File: config.mk
export PLATFORM = sky130hd
export DESIGN_NAME = btn_event_arbiter
export DESIGN_NICKNAME = d
export VERILOG_FILES = /design/src/rtl/btn_event_arbiter.sv
export SDC_FILE = /design/constraint.sdc
export NUM_CORES = 1
export LEC_CHECK = 0
export CAP_MARGIN = 20
export CORE_MARGIN = 4
export CORE_UTILIZATION = 33
export DETAILED_ROUTE_END_ITERATION = 12
export PLACE_DENSITY = 0.59
export SETUP_SLACK_MARGIN = 0.3
export SYNTH_ARGS = -nofsm -noshare
export SYNTH_HDL_FRONTEND = slang
export SYNTH_SLANG_ARGS = --single-unit
File: constraint.sdc
create_clock -name clk -period 2.08 [get_ports clk]
set_input_delay 0.312 -clock clk [delete_from_list [all_inputs] [get_ports clk]]
set_output_delay 0.312 -clock clk [all_outputs]
set_load 0.01 [all_outputs]
File: src/rtl/btn_event_arbiter.sv
// rtl/btn_event_arbiter.sv - debounced button presses merged onto one round-robin valid/ready event stream
module btn_event_arbiter #(
    parameter int N_BTN       = 4,
    parameter int TICK_DIV    = 100_000,
    parameter int LOCK_MS     = 20,
    parameter int SYNC_STAGES = 2
) (
    input  logic                     clk,
    input  logic                     rst_n,
    input  logic [N_BTN-1:0]         btn,
    output logic                     evt_valid,
    input  logic                     evt_ready,
    output logic [$clog2(N_BTN)-1:0] evt_id,
    output logic                     evt_lost,
    output logic [N_BTN-1:0]         busy
);
    localparam int IW = $clog2(N_BTN);
    localparam int CW = $clog2(LOCK_MS + 1);
    localparam int PW = $clog2(TICK_DIV);
    localparam logic [CW-1:0] LOCK_INIT = CW'(LOCK_MS);
    localparam logic [PW-1:0] DIV_LAST  = PW'(TICK_DIV - 1);

    typedef enum logic [1:0] {IDLE, P_LOCK, HELD, R_LOCK} state_t;

    logic [N_BTN-1:0] sync_q [SYNC_STAGES];
    logic [N_BTN-1:0] btn_s;
    logic [PW-1:0]    presc_q, presc_d;
    logic             tick;
    state_t           state_q [N_BTN];
    state_t           state_d [N_BTN];
    logic [CW-1:0]    cnt_q   [N_BTN];
    logic [CW-1:0]    cnt_d   [N_BTN];
    logic [N_BTN-1:0] set, grant, pending_q, pending_d;
    logic             valid_q, valid_d, lost_q, lost_d, load, found;
    logic [IW-1:0]    id_q, id_d, rr_q, rr_d, winner, idx;

    assign btn_s     = sync_q[SYNC_STAGES-1];
    assign tick      = (presc_q == DIV_LAST);
    assign presc_d   = tick ? '0 : presc_q + PW'(1);
    assign evt_valid = valid_q;
    assign evt_id    = id_q;
    assign evt_lost  = lost_q;

    always_ff @(posedge clk or negedge rst_n) begin
        if (!rst_n) begin
            for (int s = 0; s < SYNC_STAGES; s++) sync_q[s] <= '0;
            presc_q <= '0;
        end else begin
            sync_q[0] <= btn;
            for (int s = 1; s < SYNC_STAGES; s++) sync_q[s] <= sync_q[s-1];
            presc_q <= presc_d;
        end
    end

    // Lock windows ignore btn_s so bounce cannot create extra presses
    always_comb begin
        for (int i = 0; i < N_BTN; i++) begin
            state_d[i] = state_q[i];
            cnt_d[i]   = cnt_q[i];
            set[i]     = 1'b0;
            busy[i]    = (state_q[i] != IDLE);
            case (state_q[i])
                IDLE: if (btn_s[i]) begin
                    state_d[i] = P_LOCK;
                    cnt_d[i]   = LOCK_INIT;
                    set[i]     = 1'b1;
                end
                P_LOCK: if (tick) begin
                    if (cnt_q[i] == CW'(1)) begin
                        if (btn_s[i]) begin
                            state_d[i] = HELD;
                        end else begin
                            state_d[i] = R_LOCK;
                            cnt_d[i]   = LOCK_INIT;
                        end
                    end else begin
                        cnt_d[i] = cnt_q[i] - CW'(1);
                    end
                end
                HELD: if (!btn_s[i]) begin
                    state_d[i] = R_LOCK;
                    cnt_d[i]   = LOCK_INIT;
                end
                R_LOCK: if (tick) begin
                    if (cnt_q[i] == CW'(1)) state_d[i] = IDLE;
                    else                    cnt_d[i]   = cnt_q[i] - CW'(1);
                end
                default: state_d[i] = IDLE;
            endcase
        end
    end

    always_comb begin
        load   = !valid_q || evt_ready;
        found  = 1'b0;
        winner = '0;
        idx    = '0;
        grant  = '0;
        for (int k = 0; k < N_BTN; k++) begin
            idx = IW'((int'(rr_q) + k) % N_BTN);
            if (!found && pending_q[idx]) begin
                found  = 1'b1;
                winner = idx;
            end
        end
        if (load && found) grant[winner] = 1'b1;
        // A fresh press in the grant cycle re-arms pending instead of being lost
        pending_d = set | (pending_q & ~grant);
        lost_d    = |(set & pending_q & ~grant);
        valid_d   = load ? found : valid_q;
        id_d      = (load && found) ? winner : id_q;
        rr_d      = rr_q;
        if (load && found) rr_d = (winner == IW'(N_BTN - 1)) ? '0 : winner + IW'(1);
    end

    always_ff @(posedge clk or negedge rst_n) begin
        if (!rst_n) begin
            for (int i = 0; i < N_BTN; i++) begin
                state_q[i] <= IDLE;
                cnt_q[i]   <= '0;
            end
            pending_q <= '0;
            valid_q   <= 1'b0;
            lost_q    <= 1'b0;
            id_q      <= '0;
            rr_q      <= '0;
        end else begin
            for (int i = 0; i < N_BTN; i++) begin
                state_q[i] <= state_d[i];
                cnt_q[i]   <= cnt_d[i];
            end
            pending_q <= pending_d;
            valid_q   <= valid_d;
            lost_q    <= lost_d;
            id_q      <= id_d;
            rr_q      <= rr_d;
        end
    end
endmodule

-- Word-level counts from Yosys, hierarchy flattened
Cells that the tools add are included.
- register bits after elaboration: 63
- output and inout port bits: 8
- add/sub/neg operators: 9
- order comparisons: 6
- equality and inequality tests: 46
- multiplexer cells: 89
- bitwise logic cells: 5
- reductions and logical operators: 27
- operator list (kind ; number):
    5-bit two-way mux ; 24
    5-bit case mux with 4 select lines ; 4
    2-bit two-way mux ; 29
    2-bit inequality test, second input constant ; 28
    2-bit case mux with 4 select lines ; 4
    6-bit AND reduction ; 4
    1-bit two-way mux ; 21
    5-bit by 1-bit == test with 1-bit output, second input constant ; 4
    5-bit by 1-bit subtractor with 5-bit output, second input constant ; 4
    2-bit == test, second input constant ; 9
    17-bit by 1-bit adder with 17-bit output, second input constant ; 1
    17-bit == test, second input constant ; 1
    17-bit two-way mux ; 1
    4-bit AND reduction ; 4
    2-bit by 3-bit less-than comparator with 1-bit output, second input constant ; 5
    4-bit bitwise AND ; 3
    1-bit binary-select mux with 2-bit select ; 4
    2-bit by 1-bit == test with 1-bit output, second input constant ; 4
    2-bit logical NOT ; 4
    2-bit nonzero test ; 4
    1-bit logical AND ; 5
    2-bit by 1-bit adder with 2-bit output, second input constant ; 2
    2-bit adder, second input constant ; 2
    1-bit logical NOT ; 4
    7 further kinds ; 7

-- Longest topological paths before layout
- word-level depth: 20
- depth in mapped cells: 9
- gate-level depth less buffers: 9

-- Worst setup path after synthesis
OpenSTA, ideal clock, no wires.
- path type: reg-to-reg
- start point: register presc_q[13]
- end point: register cnt_q[12] in the netlist's numbering
- arrival: 2.134 ns
- required time: 1.956 ns
- path slack: -0.178 ns
- stages on the path, launching flop included: 7
- cells stage by stage: dfrtp_1 -> or4b_4 -> or4_4 -> buf_6 -> a21oi_4 -> o21ai_1 -> o31a_1
- cells in the longest elaborated chain, start to end: 3
- elaborated cells on any way between the ends: 4
- RTL lines (element ; RTL line ; source):
    from (decl) ; 27 ; logic [PW-1:0] presc_q, presc_d;
    from (signal assigned) ; 51 ; presc_q <= presc_d;
    17-bit == test (*) ; 38 ; assign tick = (presc_q == DIV_LAST);
    2-bit inequality test (no source line) ; - ;
    4-bit AND reduction (no source line) (*) ; - ;
    to (signal, indexed assignment) ; 130 ; cnt_q[i] <= cnt_d[i];
    to (decl) ; 31 ; logic [CW-1:0] cnt_q [N_BTN];
Every way passes the cells marked *; elsewhere a longest branch is shown, timed or not.
A chain may end at the register's enable or synchronous reset.

-- Final worst setup path
- start point: register presc_q[13]
- end point: register state_q[5] in the netlist's numbering
- cells in the longest elaborated chain, start to end: 3
- elaborated cells on any way between the ends: 4
- RTL lines (element ; RTL line ; source):
    17-bit == test (*) ; 38 ;
    2-bit inequality test (no source line) ; - ;
    6-bit AND reduction (no source line) (*) ; - ;
    to (signal, indexed assignment) ; 129 ; state_q[i] <= state_d[i];
    to (decl) ; 29 ; state_t state_q [N_BTN];
Marks and branches as above.

==> flow_metrics.tcl <==
set metrics [dict create \
    status "complete, but fails checks" \
    failed_checks "hold timing, setup timing" \
    final_common_cell "dfrtp_1" \
    yosysTopAreaCell "dfrtp_1" \
    cts_tree "done" \
    syn_nets 442 \
    firstDrtPassIters 4 \
    num_vias 3206 \
    critPathSlowestCell "or4b_4" \
    grt_use_total_pct 14.42 \
    antenna_found_initial 0 \
    worstHoldPathType "in2async" \
    syn_inst 406 \
    pwr_density_cell_nw_per_um2 1406 \
    end_kind "flip-flop" \
    rsz0062_at_grt "yes" \
    ys_top_cells_by_area "dfrtp_1, ha_1, inv_1" \
    ios 15 \
    crit_required_ns 2.30 \
    initial_core_util_pct 33.61 \
    core-area_um2 11420 \
    cp.buffers_inverters 1 \
    seqCellArea_um2 1577 \
    drive_above_1_share_pct 30.41 \
    grt_pass1_wl_mm 15.44 \
    grt_max_degree 64 \
    path_max_fanout 3 \
    place_ws_ns -0.1708 \
    setup_ws_ns -0.1488 \
    power.leakage_nw 2.286 \
    cp_top_family "simple AND/OR/NAND/NOR gates" \
    fill_cells 1113 \
    fin_crit_sh_pct 107.2 \
    gr-total-overflow 0 \
    synth_warnings 0 \
    async_flop_share_pct 100.0 \
    critPathKind "reg2reg" \
    final_cell_mix "dfrtp_1, buf_4, inv_1" \
    grt_pass1_vias 3292 \
    multi_input_area_um2 2391 \
    io_buffers 14 \
    irDropWorstVdd_mv 0.9271 \
    clk_pin_slew_ns 0.06 \
    maxSlewViolCount 0 \
    finalWirelength_mm 9.062 \
    total_power_mw 7.350 \
    clk_latency_ns 0.34 \
    synth-seq-cells 63 \
    numCtsBuffers 9 \
    netlist.area_leader.share_pct 41.08 \
    start_kind "flip-flop" \
    fin_skew_ns 0.01042 \
    drc 0 \
    holdBufCountCts 0 \
    rows 39 \
    synth.avg_cell_area_um2 9.452 \
    antenna_cells 0 \
    path_cells "or4b_4 > nor4_4 > buf_4 > a21oi_2 > or3_4 > mux2_4" \
    period_minus_slack_ns 2.229 \
    routabilityCongestion 0.8249 \
    synth_ff_type "dfrtp_1" \
    fp.dieH_um 115.8 \
    critPathArrivalTime_ns 2.45 \
    hold_slack_ns -0.01519 \
    htree_levels 3 \
    routed_via_density 5.065 \
    crit_path_max_incr_delay_ns 0.55 \
    yosysSeqAreaShare_pct 41.08 \
    cts_root_buf "clkbuf_16" \
    yosysUniqueCellTypes 64 \
    hpwl_mm 6.038 \
    cap_violations 0 \
    layout.nets 521 \
    antenna_left 0 \
    numClockSinks 63 \
    synth_area_um2 3837 \
    drt_iter0_drc 163 \
    hold_viol 17 \
    max_slew_margin_pct 53.07 \
    tightest_slew_ns 0.7014 \
    clock_path_buffers 2 \
    fmax_mhz 448.7 \
    syn_to_final_growth_pct 36.26 \
    avgRoutedWirePerCell_um 14.32 \
    die_area_um2 13420 \
    setup_violations 19 \
    die_w_um 115.8 \
    synth-edff-count 0 \
]
[layout make-up]
cell class | count | share of cell area [%]
Clock buffer | 9 | 4.307
Clock inverter | 7 | 1.555
Inverter | 41 | 2.943
Multi-Input combinational cell | 296 | 45.73
Sequential cell | 63 | 30.15
Tap cell | 143 | 3.422
Timing Repair Buffer | 74 | 11.89
[kinds of logic (layout without fill, tap and decap cells)]
group                      count (synthesis)  count (layout)  synth area share, %
DFF                                       63              63                41.08
buffers and inverters                     47             131                4.988
xor gates and xnor gates                  15              15                3.424
and+or+nand+nor                          142             142                21.10
muxes                                      7               7                2.119
AOI/OAI and AO/OA                        103             103                17.84
adders and majority gates                 29              29                9.456
[synthesized netlist by cell type (all sizes together), types with 2 or more instances]
| master | number |
|---|---|
| a211oi | 4 |
| a21oi | 28 |
| a22o | 3 |
| a22oi | 2 |
| a31oi | 2 |
| a32oi | 2 |
| and2 | 5 |
| and3 | 4 |
| buf | 2 |
| clkbuf | 4 |
| dfrtp | 63 |
| ha | 29 |
| inv | 41 |
| mux2 | 6 |
| nand2 | 28 |
| nand2b | 4 |
| nand3 | 10 |
| nor2 | 32 |
| nor2b | 12 |
| nor3 | 19 |
| nor3b | 2 |
| nor4 | 6 |
| nor4b | 5 |
| o211ai | 3 |
| o21ai | 23 |
| o21ba | 2 |
| o21bai | 6 |
| o22ai | 4 |
| o31ai | 8 |
| o32ai | 2 |
| o41ai | 4 |
| or3 | 5 |
| or4 | 2 |
| or4b | 2 |
| xnor2 | 7 |
| xor2 | 8 |
[state kept, by name, summed over array words and instances (netlist names)]
| name | cells |
|---|---|
| rr_q | 2 |
| btn_s | 4 |
| cnt_q | 20 |
| sync_q | 4 |
| pending_q | 4 |
| presc_q | 17 |
| evt_id | 2 |
| state_q | 8 |
| evt_lost | 1 |
| evt_valid | 1 |
[per-layer routing]
metal | global-route usage, % | wire, um | up-vias
li1 | - | - | 1604
met1 | 18.42 | 4247 | 1558
met2 | 23.94 | 4470 | 36
met3 | 3.655 | 235 | 8
met4 | 4.718 | 108 | 0
met5 | 0 | 0 | -
[what timing repair did]
item	in CTS	in global routing
buffers inserted	18	6
hold endpoints to repair	0	0
pin swaps	21	22
gates resized for setup	34	35
endpoints found under the setup margin	35	40
[per-stage QoR]
stage / util [%] / instances / instance area (um^2) / TNS, ns
3_3_place_gp: 39.14 / 593 / 4469 / -0.9598
5_1_grt: 45.79 / 633 / 5229 / -2.942
2_1_floorplan: - / 406 / 3914 / -0.5445
3_5_place_dp: 39.14 / 593 / 4469 / -1.779
4_1_cts: 44.01 / 627 / 5025 / -1.318
6_report: 45.79 / 633 / 5229 / -1.398
[power by group]
part / total (mW) / internal, mW / switching [mW]
Sequential: 1.86 / 1.53 / 0.323
Combinational: 3.94 / 1.92 / 2.03
Clock: 1.55 / 0.941 / 0.610
Total: 7.35 / 4.39 / 2.96
[worst paths after layout]
| path | start | end | slack (ns) | depth (start not counted) |
|---|---|---|---|---|
| worst max register to register | presc_q[13] | state_q[5] | -0.15 | 6 |
| worst min register to register | sync_q[5] | btn_s[1] | 0.35 | 0 |
| max in group asynchronous | rst_n | state_q[3] | 1.80 | 2 |
| worst max-delay path | presc_q[13] | state_q[5] | -0.15 | 6 |
| min in group clk | sync_q[5] | btn_s[1] | 0.35 | 0 |
| worst min-delay path | rst_n | cnt_q[4] | -0.02 | 2 |
Note: power is estimated with default switching activity, not from simulation.
